===== config.mk =====
export PLATFORM = sky130hd
export DESIGN_NAME = muldiv_seq_flat
export DESIGN_NICKNAME = d
export VERILOG_FILES = /design/src/rtl/muldiv_seq_if.sv /design/src/rtl/muldiv_seq.sv /design/src/flat_wrapper.sv
export SDC_FILE = /design/constraint.sdc
export NUM_CORES = 1
export LEC_CHECK = 0
export CORE_MARGIN = 4
export CORE_UTILIZATION = 36
export DETAILED_ROUTE_END_ITERATION = 10
export SYNTH_ARGS = -nofsm -noshare
export SYNTH_HDL_FRONTEND = slang
export SYNTH_SLANG_ARGS = --single-unit

===== constraint.sdc =====
create_clock -name clk -period 10.8 [get_ports clk]
set_input_delay 2.16 -clock clk [delete_from_list [all_inputs] [get_ports clk]]
set_output_delay 2.16 -clock clk [all_outputs]
set_load 0.01 [all_outputs]

===== src/rtl/muldiv_seq_if.sv =====
// Request/response bundle between the execute stage and muldiv_seq.
// master = control unit side, slave = sequencer side.
interface muldiv_seq_if #(
    parameter int WIDTH = 32
);
    logic             start;
    logic [1:0]       op;
    logic             flush;
    logic [WIDTH-1:0] a;
    logic [WIDTH-1:0] b;
    logic             busy;
    logic             done;
    logic [WIDTH-1:0] hi;
    logic [WIDTH-1:0] lo;
    logic             dbz;

    modport master (
        output start, op, flush, a, b,
        input  busy, done, hi, lo, dbz
    );

    modport slave (
        input  start, op, flush, a, b,
        output busy, done, hi, lo, dbz
    );
endinterface


===== src/rtl/muldiv_seq.sv =====
// Multi-cycle 32-bit multiply (shift/add) and divide (non-restoring).
// Optional signed support is compiled in with `define MULDIV_SIGNED_EN.
module muldiv_seq #(
    parameter int WIDTH = 32
) (
    input  logic        clk,
    input  logic        rst_n,
    muldiv_seq_if.slave bus
);
    localparam int W = WIDTH;

    typedef enum logic [1:0] {IDLE, CALC, DONE} state_t;

    state_t         state_q, state_d;
    logic [4:0]     cnt_q;
    logic [2*W:0]   acc_q;
    logic [W-1:0]   opb_q;
    logic [W-1:0]   hi_q, lo_q;
    logic           is_div_q, pend_q, dbz_q;

    logic           dbz_start;
    logic [W-1:0]   mag_a, mag_b;
    logic [W:0]     mul_sum, div_sh, div_nr;
    logic [2*W:0]   mul_nxt, div_nxt, step_nxt;
    logic [W-1:0]   rem_fix, res_hi, res_lo;

`ifdef MULDIV_SIGNED_EN
    logic sa, sb, neg_q, rneg_q;

    assign sa    = bus.op[1] & bus.a[W-1];
    assign sb    = bus.op[1] & bus.b[W-1];
    assign mag_a = sa ? -bus.a : bus.a;
    assign mag_b = sb ? -bus.b : bus.b;
`else
    assign mag_a = bus.a;
    assign mag_b = bus.b;
`endif

    assign dbz_start = bus.op[0] && (bus.b == '0);

    // One iteration of either loop; acc holds {partial,mplier} or {rem,quot}.
    always_comb begin
        mul_sum  = {1'b0, acc_q[2*W-1:W]}
                 + (acc_q[0] ? {1'b0, opb_q} : '0);
        mul_nxt  = {1'b0, mul_sum, acc_q[W-1:1]};
        div_sh   = {acc_q[2*W-1:W], acc_q[W-1]};
        div_nr   = acc_q[2*W] ? div_sh + {1'b0, opb_q}
                              : div_sh - {1'b0, opb_q};
        div_nxt  = {div_nr, acc_q[W-2:0], ~div_nr[W]};
        rem_fix  = div_nr[W] ? div_nr[W-1:0] + opb_q : div_nr[W-1:0];
        step_nxt = is_div_q ? div_nxt : mul_nxt;
    end

    // Final result taken from the last step, with remainder fix-up and sign.
    always_comb begin
        res_hi = mul_nxt[2*W-1:W];
        res_lo = mul_nxt[W-1:0];
        if (is_div_q) begin
            res_hi = rem_fix;
            res_lo = div_nxt[W-1:0];
        end
`ifdef MULDIV_SIGNED_EN
        if (is_div_q) begin
            if (neg_q)  res_lo = -div_nxt[W-1:0];
            if (rneg_q) res_hi = -rem_fix;
        end else if (neg_q) begin
            {res_hi, res_lo} = -mul_nxt[2*W-1:0];
        end
`endif
    end

    // State register.
    always_ff @(posedge clk or negedge rst_n) begin
        if (!rst_n) state_q <= IDLE;
        else        state_q <= state_d;
    end

    // Next state; a divide by zero parks in DONE one extra cycle (pend).
    always_comb begin
        state_d = state_q;
        unique case (state_q)
            IDLE: if (bus.start) state_d = dbz_start ? DONE : CALC;
            CALC: if (cnt_q == 5'd31) state_d = DONE;
            DONE: if (!pend_q) state_d = IDLE;
            default: state_d = IDLE;
        endcase
        if (bus.flush) state_d = IDLE;
    end

    // Operand capture, iteration and result registers.
    always_ff @(posedge clk or negedge rst_n) begin
        if (!rst_n) begin
            cnt_q    <= '0;
            acc_q    <= '0;
            opb_q    <= '0;
            hi_q     <= '0;
            lo_q     <= '0;
            is_div_q <= 1'b0;
            pend_q   <= 1'b0;
            dbz_q    <= 1'b0;
`ifdef MULDIV_SIGNED_EN
            neg_q    <= 1'b0;
            rneg_q   <= 1'b0;
`endif
        end else if (bus.flush) begin
            pend_q <= 1'b0;
        end else begin
            unique case (state_q)
                IDLE: if (bus.start) begin
                    cnt_q    <= '0;
                    is_div_q <= bus.op[0];
                    opb_q    <= mag_b;
                    acc_q    <= {{(W+1){1'b0}}, dbz_start ? bus.a : mag_a};
                    pend_q   <= dbz_start;
`ifdef MULDIV_SIGNED_EN
                    neg_q    <= sa ^ sb;
                    rneg_q   <= sa;
`endif
                end
                CALC: begin
                    cnt_q <= cnt_q + 5'd1;
                    acc_q <= step_nxt;
                    if (cnt_q == 5'd31) begin
                        hi_q  <= res_hi;
                        lo_q  <= res_lo;
                        dbz_q <= 1'b0;
                    end
                end
                DONE: if (pend_q) begin
                    pend_q <= 1'b0;
                    hi_q   <= acc_q[W-1:0];
                    lo_q   <= '1;
                    dbz_q  <= 1'b1;
                end
                default: ;
            endcase
        end
    end

    assign bus.busy = (state_q != IDLE);
    assign bus.done = (state_q == DONE) && !pend_q;
    assign bus.hi   = hi_q;
    assign bus.lo   = lo_q;
    assign bus.dbz  = dbz_q;
endmodule


===== src/flat_wrapper.sv =====
// flat-port wrapper written by rule: the top's interface ports become plain ports
module muldiv_seq_flat 
#(
    parameter int WIDTH = 32
)
  (clk, rst_n, bus_start, bus_op, bus_flush, bus_a, bus_b, bus_busy, bus_done, bus_hi, bus_lo, bus_dbz);
  muldiv_seq_if #(.WIDTH(WIDTH)) bus_i ();
  input  logic clk;
  input  logic rst_n;
  input wire logic [$bits(bus_i.start)-1:0] bus_start;
  input wire logic [$bits(bus_i.op)-1:0] bus_op;
  input wire logic [$bits(bus_i.flush)-1:0] bus_flush;
  input wire logic [$bits(bus_i.a)-1:0] bus_a;
  input wire logic [$bits(bus_i.b)-1:0] bus_b;
  output wire logic [$bits(bus_i.busy)-1:0] bus_busy;
  output wire logic [$bits(bus_i.done)-1:0] bus_done;
  output wire logic [$bits(bus_i.hi)-1:0] bus_hi;
  output wire logic [$bits(bus_i.lo)-1:0] bus_lo;
  output wire logic [$bits(bus_i.dbz)-1:0] bus_dbz;
  assign bus_i.start = bus_start;
  assign bus_i.op = bus_op;
  assign bus_i.flush = bus_flush;
  assign bus_i.a = bus_a;
  assign bus_i.b = bus_b;
  assign bus_busy = bus_i.busy;
  assign bus_done = bus_i.done;
  assign bus_hi = bus_i.hi;
  assign bus_lo = bus_i.lo;
  assign bus_dbz = bus_i.dbz;
  muldiv_seq #(.WIDTH(WIDTH)) u_core (.clk(clk), .rst_n(rst_n), .bus(bus_i));
endmodule

==> run summary <==
Post-Syn Area: 0.0136 mm2
crit-path leading delay family: compound AO/OA/AOI/OAI gates
diode count: 0
top cells by area, synth: dfrtp_1, ha_1, o21ai_0
Resized Gates After CTS: 0
GRT Util Overall: 22.0%
CTS Buffer Depth: 2
ANT nets after route: 0
largest net degree at the start of global routing: 70
critical path fanouts, max: 5
Port Buffer Count: 135
critical path endpoint category: flip-flop
Num CTS Buffers: 17
gr ovfl total: 0
share of layout cells above drive strength 1: 6.16%
Setup Buffers After CTS: 0
R2R Path End: u_core.bus.hi[31]
met3 routed WL: 1640 um
CP peak stage delay: 0.48 ns
minimum clock period: 6.37 ns
Worst slew margin: 11.5%
RSZ-0062 raised after global routing: false
core area: 0.0375 mm2
P&R area growth vs syn: 18.0%
min-delay src: u_core.cnt_q[4]
Crit Path Category: flip-flop to flip-flop
Yosys reg bits: 171
Mapped Nets: 1803
fin crit share: 59.0%
Power Dens Cells: 339 mW/mm2
DRC: 0
peak supply drop: 0.229 mV
H-tree level count: 4
WP depth: 24
max_cap viols: 0
hold worst-path end: u_core.cnt_q[4]
fill count: 3818
crit-path cells: nor3_1 -> and3_1 -> and2_1 -> nand2_1 -> nor4_1 -> a21oi_1 -> xor2_1 -> ha_1 -> a21oi_1 -> o21ai_0 -> nor2b_1 -> nand4_1 -> a211oi_2 -> xnor2_1 -> ha_1 -> a2111oi_0 -> o21ai_0 -> o211ai_1 -> a21boi_0 -> o41ai_1 -> xnor2_1 -> nand3_1 -> nor3b_1 -> o31ai_1
Worst EP required: 11.15 ns
vias in the first global route: 12327
Yosys cell types: 79
cell taking the most area after synthesis: dfrtp_1
die width: 203 um
ys async rst share: 100%
DP Wirelength: 34700 um
metal2 WL: 22600 um
Ys Warns: 0
vias: 12589
CTS hold repair buffers: 0
hold path depth: 2
setup TNS: 0 ns
Avg WL per Cell: 20.2 um
DRT Wirelength: 45500 um
CTS sink cnt: 171
FF-to-FF setup slack: 4.43 ns
# rows: 71
Clock transition at path regs: 0.08 ns
outcome: finished clean
Worst Tran Pin Value: 1.32 ns
Skew-Pair Late Insertion Delay: 0.45 ns
fin. max-slew vios: 0
WL met1: 20100 um
Buffers & Inverters on Critical Path: 0
full die area: 0.0411 mm2
Yosys top cell area share: 31.4%
DR top layer: met4
Seq/Total Area, Yosys: 31.4%
initial antenna violation count: 0
DR iter-0 viols: 865
Synth Flop Type: dfrtp_1
worst r2r src: u_core.opb_q[4]
Final setup viols: 0
Final Hold Violating Endpoints: 0
CTS Root Cell: clkbuf_16
Die Y: 203 um
CP max-delay cell: dfrtp_1
critical path arrival: 6.72 ns
Pleak: 7.14 nW
number of synthesized flops with an enable pin: 0
Setup crit start kind: flip-flop
Final Skew: 0.0138 ns
hold crit path type: flip-flop to flip-flop
R2R depth: 24
IO Count: 137
Synth Instances: 1630
Initial Utilization: 36.4%
Total Power: 5.46 mW
Post-synth top cells: nand2_1, dfrtp_1, o21ai_0, a21oi_1, nor2_1
fin nets: 1898
CTS tree: done
synthesized area per cell: 8.37 um2
count leader, synth: nand2_1
vias per cell: 5.60
DRT Pass-1 Iters: 5
placer congestion estimate: 0.915
Peak Freq: 0.157 GHz
first-pass GRT wire length: 71900 um
## power breakdown
group	switching, mW	internal (mW)
Combinational	2.31	1.58
Sequential	0.168	0.747
Clock	0.317	0.335
Total	2.79	2.66
## layout by cell type, fill, tap and decap left out, types with 18 or more instances in the layout
master,instances
ha_1,100
dfrtp_1,170
or3_1,18
clkdlybuf4s50_1,134
xor2_1,49
and2_1,40
a211oi_1,29
nor2_1,132
a21oi_1,165
mux2_2,25
nand2_1,173
mux2i_1,51
inv_1,33
xnor2_1,63
and3_1,18
nor3_1,29
buf_4,18
o21ai_0,167
a21o_1,53
## per-stage QoR
step                hold WS (ns)  util, %  cell area (um2)  cells  setup WS [ns]
global route               0.496     43.0            16100   2249           3.74
global placement           0.460     41.4            15500   2217           4.63
floorplan                  0.445        -            13600   1630           5.55
CTS                        0.484     43.0            16100   2249           4.56
detailed placement         0.467     41.4            15500   2217           4.60
finish                     0.482     43.0            16100   2249           4.43
## state kept, by name, indices dropped and copies added (netlist names)
name	cells
u_core.bus.hi	32
u_core.acc_q	65
u_core.bus.lo	32
u_core.cnt_q	5
u_core.state_q	2
u_core.pend_q	1
u_core.is_div_q	1
u_core.opb_q	32
u_core.bus.dbz	1
## layer usage
metal	track usage, %	vias up
met2	38.3	337
met3	2.51	66
met5	0	-
li1	-	6140
met1	29.1	6046
met4	6.09	0
## tightest hold or removal path: stages (launching register included)
cell and delay, ns:
dfrtp_1 0.35, nand2_1 0.05, nand2_1 0.05
## cell families (layout without fill, tap and decap cells)
| family | count (synthesis) | in the layout | synth area share (%) |
|---|---|---|---|
| buf+inv | 111 | 219 | 3.33 |
| simple gates | 498 | 498 | 17.1 |
| mux | 78 | 78 | 6.00 |
| fa+ha+maj | 103 | 103 | 9.61 |
| flops | 171 | 171 | 31.4 |
| compound gates | 555 | 555 | 25.2 |
| xor+xnor | 114 | 114 | 7.37 |
## cell type report
class	count	area [um2]	share of cell area, %
Clock buffer	18	439	2.73
Clock inverter	14	156	0.971
Inverter	34	128	0.792
Multi-Input combinational cell	1348	8980	55.7
Sequential cell	171	4280	26.6
Tap cell	511	639	3.97
Timing Repair Buffer	153	1490	9.23
## worst max-delay path by stage
| stage | startpoint | to |
|---|---|---|
| 2_1_floorplan | u_core.opb_q[10] | u_core.bus.hi[28] |
| 3_3_place_gp | u_core.opb_q[3] | u_core.bus.hi[31] |
| 3_5_place_dp | u_core.opb_q[4] | u_core.bus.hi[31] |
| 4_1_cts | u_core.opb_q[4] | u_core.bus.hi[31] |
| 5_1_grt | u_core.opb_q[4] | u_core.bus.hi[31] |
| 6_report | u_core.opb_q[4] | u_core.bus.hi[31] |
No activity file was read; power rests on OpenSTA's default activity.
